--- src/rtl/data_convert_read_ctrl.sv ---
// Read-side sequencer for the 128b->1024b data-convert FIFO: waits for a full
// row to be buffered, bursts it out under back-pressure, then flushes per layer.
module data_convert_read_ctrl #(
    parameter int ADDR_BITS  = 10,
    parameter int RATIO_LOG2 = 3,
    parameter int ROW_BITS   = 10,
    parameter int SETTLE     = 2
) (
    input  logic                          clk,
    input  logic                          rst,
    input  logic                          start,
    input  logic [ADDR_BITS-RATIO_LOG2:0] row_words,
    input  logic [ROW_BITS-1:0]           row_num,
    output logic [ADDR_BITS:0]            M_count,
    input  logic                          M_Ready,
    input  logic                          empty,
    output logic                          rd_en,
    input  logic                          out_ready,
    output logic                          out_valid,
    output logic                          out_last,
    output logic                          Next_Reg,
    output logic                          busy,
    output logic                          done
);

    localparam int WW = ADDR_BITS - RATIO_LOG2 + 1;
    localparam int SW = (SETTLE < 1) ? 1 : $clog2(SETTLE + 1);
    localparam logic [SW-1:0] SETTLE_MAX  = SW'(SETTLE);
    localparam logic [SW-1:0] SETTLE_LAST = (SETTLE > 0) ? SW'(SETTLE - 1) : '0;
    localparam logic [WW-1:0] ONE_W       = WW'(1);
    localparam logic [ROW_BITS-1:0] ONE_R = ROW_BITS'(1);

    typedef enum logic [2:0] {
        ST_IDLE   = 3'd0,
        ST_FILL   = 3'd1,
        ST_BURST  = 3'd2,
        ST_SETTLE = 3'd3,
        ST_FLUSH  = 3'd4
    } state_t;

    state_t              r_state;
    state_t              w_next_state;
    logic [WW-1:0]       r_words_lat;
    logic [ROW_BITS-1:0] r_rows_lat;
    logic [WW-1:0]       r_word_cnt;
    logic [ROW_BITS-1:0] r_row_cnt;
    logic [SW-1:0]       r_settle_cnt;
    logic [ADDR_BITS:0]  r_m_count;
    logic                r_out_valid;
    logic                r_out_last;

    logic                w_rd_en;
    logic                w_row_end;
    logic                w_settle_last;
    logic                w_last_row;
    logic [WW-1:0]       w_words_in;
    logic [ROW_BITS-1:0] w_rows_in;

    assign w_words_in    = (row_words == '0) ? ONE_W : row_words;
    assign w_rows_in     = (row_num == '0) ? ONE_R : row_num;
    assign w_row_end     = w_rd_en && (r_word_cnt == r_words_lat - ONE_W);
    assign w_settle_last = (r_settle_cnt >= SETTLE_LAST);
    assign w_last_row    = ((r_row_cnt + ONE_R) == r_rows_lat);

    always_ff @(posedge clk or negedge rst) begin
        if (!rst) begin
            r_state <= ST_IDLE;
        end else begin
            r_state <= w_next_state;
        end
    end

    always_comb begin
        w_next_state = r_state;
        w_rd_en      = 1'b0;
        case (r_state)
            ST_IDLE: begin
                if (start) w_next_state = ST_FILL;
            end
            ST_FILL: begin
                // M_Ready is a registered FIFO flag; give it time to see the new threshold
                if (r_settle_cnt == SETTLE_MAX && M_Ready) w_next_state = ST_BURST;
            end
            ST_BURST: begin
                w_rd_en = !empty && out_ready && (r_word_cnt < r_words_lat);
                if (w_row_end) w_next_state = ST_SETTLE;
            end
            ST_SETTLE: begin
                if (w_settle_last) w_next_state = w_last_row ? ST_FLUSH : ST_FILL;
            end
            ST_FLUSH: begin
                w_next_state = ST_IDLE;
            end
            default: w_next_state = ST_IDLE;
        endcase
    end

    always_ff @(posedge clk or negedge rst) begin
        if (!rst) begin
            r_words_lat  <= '0;
            r_rows_lat   <= '0;
            r_word_cnt   <= '0;
            r_row_cnt    <= '0;
            r_settle_cnt <= '0;
            r_m_count    <= '0;
            r_out_valid  <= 1'b0;
            r_out_last   <= 1'b0;
        end else begin
            // Counter restarts on every state change so each state times from its entry
            if (r_state != w_next_state) begin
                r_settle_cnt <= '0;
            end else if (r_settle_cnt != SETTLE_MAX) begin
                r_settle_cnt <= r_settle_cnt + 1'b1;
            end

            if (r_state == ST_IDLE && start) begin
                r_words_lat <= w_words_in;
                r_rows_lat  <= w_rows_in;
                r_m_count   <= {w_words_in, {RATIO_LOG2{1'b0}}};
                r_row_cnt   <= '0;
                r_word_cnt  <= '0;
            end else if (r_state == ST_SETTLE && w_settle_last) begin
                r_word_cnt <= '0;
                r_row_cnt  <= r_row_cnt + ONE_R;
            end else if (w_rd_en) begin
                r_word_cnt <= r_word_cnt + ONE_W;
            end

            r_out_valid <= w_rd_en;
            r_out_last  <= w_row_end;
        end
    end

    assign rd_en     = w_rd_en;
    assign out_valid = r_out_valid;
    assign out_last  = r_out_last;
    assign M_count   = r_m_count;
    assign busy      = (r_state != ST_IDLE);
    assign Next_Reg  = (r_state == ST_FLUSH);
    assign done      = (r_state == ST_FLUSH);

endmodule
--- config.mk ---
export PLATFORM = sky130hd
export DESIGN_NAME = data_convert_read_ctrl
export DESIGN_NICKNAME = d
export VERILOG_FILES = /design/src/rtl/data_convert_read_ctrl.sv
export SDC_FILE = /design/constraint.sdc
export NUM_CORES = 1
export LEC_CHECK = 0
export CORE_ASPECT_RATIO = 1.25
export CORE_UTILIZATION = 58
export CTS_CLUSTER_DIAMETER = 80
export DETAILED_ROUTE_END_ITERATION = 6
export GPL_TIMING_DRIVEN = 0
export PLACE_DENSITY = 0.85
export SLEW_MARGIN = 20
export SYNTH_ARGS = -nofsm -noshare
export SYNTH_HDL_FRONTEND = slang
export SYNTH_SLANG_ARGS = --single-unit
--- constraint.sdc ---
create_clock -name clk -period 6.9 [get_ports clk]
set_clock_uncertainty 0.05 [all_clocks]
set_input_delay 1.38 -clock clk [delete_from_list [all_inputs] [get_ports clk]]
set_output_delay 1.38 -clock clk [all_outputs]
set_load 0.005 [all_outputs]
Word level (Yosys, flattened, before mapping)
Cells that the tools add are included. W data, S select, Z words.

Input bits: 24. Output and inout bits: 17. Register bits: 43. Word-level logic and storage cells: 53.

$lt $le $gt $ge: 2. Reduce and logical (&&, ||, !) cells: 14. Muxes and demuxes: 16. Equality and inequality tests: 9. Add/sub/neg operators: 4.

Operator list (count): $mux W8 (4); $mux W10 (3); $mux W3 (5); $pmux W3 S4 (1); $add A10 B1 Y10 const B (1); $eq A10 B10 Y1 (1); $logic_not A10 Y1 (1); $add A8 B1 Y8 const B (1); $eq A8 B8 Y1 (1); $logic_not A8 Y1 (1); $lt A8 B8 Y1 (1); $sub A8 B1 Y8 const B (1); $eq A3 B2 Y1 const B (2); $logic_and A1 B1 Y1 (6); $reduce_bool A3 Y1 (2); $mux W2 (2); $reduce_bool A2 Y1 (2); $eq A3 B1 Y1 const B (1); $eq A3 B3 Y1 const B (1); $logic_not A3 Y1 (1); $ne A3 B3 Y1 (1); $add A2 B1 Y2 const B (1); $eq A2 B2 Y1 const B (1); $ge A2 B1 Y1 const B (1); 3 further kinds (3).

Longest topological paths before layout
Word-level depth: 9. Gate-level depth with buffers: 8. Mapped depth without buffers: 8.

Least setup slack after synthesis
No wires, ideal clock.

Path kind: input port to output port. From: input port empty. To: output port rd_en. Stages on the path: 3. Buffers on the path: 0. Slack: 3.317 ns. Data required time: 5.470 ns. Data arrival time: 2.153 ns. Cell sequence: nor4b_1 nand4_1 nor2_1.

Word-level cells in the longest chain between the ends: 4.

Ends and longest elaborated chain: start, declared (RTL line 16) `input logic empty,`; $logic_not A1 Y1 (RTL line 85) `w_rd_en = !empty && out_ready && (r_word_cnt < r_words_lat);`; $logic_and A1 B1 Y1 (2 in series) (RTL line 85); $mux W1 (RTL line 76) `case (r_state)`; end, declared (RTL line 17) `output logic rd_en,`.

No other way between the ends.

Final worst setup path
Ends and elaborated chain as after synthesis.

==> results.yml <==
grt:
  grt_start_max_net_pins: 32
  grt_pass1_wl_um: 10700
  grt_overflow_total: 0
  grt_use_total_pct: 27.8
  antenna_found_initial: 0
  first_global_vias: 2383
routing:
  wl_per_cell_um: 15.4
  drc: 0
  drtAntennaViolNets: 0
  routed_wl_um: 6150
  viasPerCell: 5.91
  drt_iter0_markers: 132
  vias: 2358
  dr.pass1.iters: 4
worst_setup_path:
  crit_fanout: 9
  cp.arrival_ns: 3.51
  r2r-end: "r_state[0]$_DFF_PN0_"
  reg2reg_depth: 8
  r2r_slack_ns: 4.13
  crit_type: "in -> out"
  endpoint_kind: "output pin"
  critical_path_required_ns: 5.47
  rr_startpoint: "r_row_cnt[0]$_DFFE_PN0P_"
  cp-start-kind: "primary input"
logic_synthesis:
  ys_types: 48
  yosysSeqAreaShare_pct: 39.8
  synth_area_leaders: "dfrtp_1, ha_1, o21ai_0"
  ys_ff_latch: 43
  synth_top_area_share_pct: 39.8
  yosys_warnings: 0
  async_flop_share_pct: 100
  synth-main-ff-cell: "dfrtp_1"
  synth_top_cell_by_area: "dfrtp_1"
  synth_cells: 293
  synth_area_um2: 2700
  syn_area_per_cell_um2: 9.23
  synth_edf_count: 0
placed_design:
  dpl_worst_slack_ns: 1.97
  routabilityCongestion: 0.896
  io_buffers: 37
  dp_hpwl_um: 4680
job:
  drv_cap: 0
clock_network:
  numCtsBuffers: 5
  cts-resized-gates: 0
  cts.path.max_buffers: 2
  path_clk_slew_ns: 0.08
  cts_tree: "yes"
  cts_root_buf: "clkbuf_8"
  postCtsHoldBufs: 0
  post-cts-setup-buffers: 0
  clk_latency_ns: 0.30
  cts.htree.levels: 2
  cts.sink_count: 43
worst_hold_path:
  hold_path_depth: 1
  hp-class: "reg -> reg"
  hold_start: "r_rows_lat[3]$_DFFE_PN0P_"
  hold_path_end: "r_rows_lat[3]$_DFFE_PN0P_"
final_layout:
  mostFrequentLayoutCells: "dfrtp_1, clkdlybuf4s50_1, nand2_1, o21ai_0"
  drive_above_1_share_pct: 8.80
  n_antenna_cell: 0
  nets: 377
  syn2layout_area_growth_pct: 22.1
  final_common_cell: "dfrtp_1"
sta:
  slew_viol_final: 0
  worst_pin_slew_ns: 0.671
  rsz0062_at_grt: "no"
  max_slew_margin_pct: 54.8
  fin_ws_ns: 1.96
  fin_hold_ws_ns: 0.481
  setup_violations: 0
  fin_tns_setup_ns: 0
  fin_crit_ns: 4.94
  hold_violations: 0
  fmax_ghz: 0.203
  fin_crit_sh_pct: 71.5
power:
  vdd_ir_drop_max_mv: 0.264
  p_per_area_nw_per_um2: 341
  leakagePower_uw: 0.00143
die:
  die_y_um: 78.3
  core_area_um2: 4430
  dieArea_um2: 4940
  top_level_ports: 41
  placementRows: 27
  start_util_pct: 61.1
  die_w_um: 63.1
outcome:
  status: "completed"
## kinds of logic after synthesis
family	share of synthesized area [%]
AND/OR/NAND/NOR	19.1
AO/OA/AOI/OAI	14.0
flip-flops	39.8
buffers and inverters	5.83
XOR/XNOR	9.12
multiplexers	5.97
adder cells (fa/ha/maj)	6.02
other	0.139
## power by group
part / total [uW] / internal, uW / switching [uW]
combinational: 490 / 244 / 246
clock: 232 / 145 / 87.7
sequential: 405 / 323 / 81.6
total: 1130 / 712 / 415
## routing by layer
layer	vias to the layer above	global-route usage (%)	wire, um
li1	1137	-	-
met1	1143	30.6	2430
met2	65	51.2	3360
met3	13	5.09	209
met4	0	12.3	161
met5	-	0	0
## how the worst max path moves through the flow
stage	slack [ns]	cells after the start	start	endpoint
after floorplan	3.32	3	empty	rd_en
after global placement	2.04	5	empty	rd_en
after detailed placement	1.97	5	empty	rd_en
after CTS	1.95	5	empty	rd_en
after global routing	1.77	5	empty	rd_en
final	1.96	5	empty	rd_en
## through the flow
| stage | power [uW] | cells | utilization, % | instance area (um^2) |
|---|---|---|---|---|
| 2_1_floorplan | 723 | 295 | - | 2710 |
| 5_1_grt | 1200 | 399 | 74.6 | 3300 |
| 4_1_cts | 1130 | 399 | 74.6 | 3300 |
| 6_report | 1130 | 399 | 74.6 | 3300 |
| 3_3_place_gp | 875 | 390 | 71.3 | 3150 |
| 3_5_place_dp | 895 | 391 | 71.6 | 3170 |
## critical path: stages
cell and delay [ns]:
clkdlybuf4s50_1 0.40, nor4b_1 0.36, nand4_1 0.23, nor2_1 0.51, clkdlybuf4s50_1 0.61
## Yosys cell counts (8+ instances only)
library cell,number
a21oi_1,11
dfrtp_1,43
ha_1,13
inv_1,18
mux2_2,9
nand2_1,26
nand3_1,9
nor2_1,18
nor3_1,8
nor4_1,8
o21ai_0,26
xnor2_1,14
xor2_1,11
## flip-flops by register name, indices dropped and copies added, names as in the netlist
register / cells
r_state: 3
out_last: 1
r_settle_cnt: 2
out_valid: 1
r_word_cnt: 8
r_words_lat: 8
r_rows_lat: 10
r_row_cnt: 10
## area by class of cell
class                      count  area (um^2)
buffer                        15         90.1
clock buffer                   6         72.6
clock inverter                 2         60.1
fill                         360         1120
inverter                      18         67.6
multi-input combinational    219         1480
sequential                    43         1080
tap                           58         72.6
timing repair buffer          38          385
Note: power is estimated with default switching activity, not from simulation.
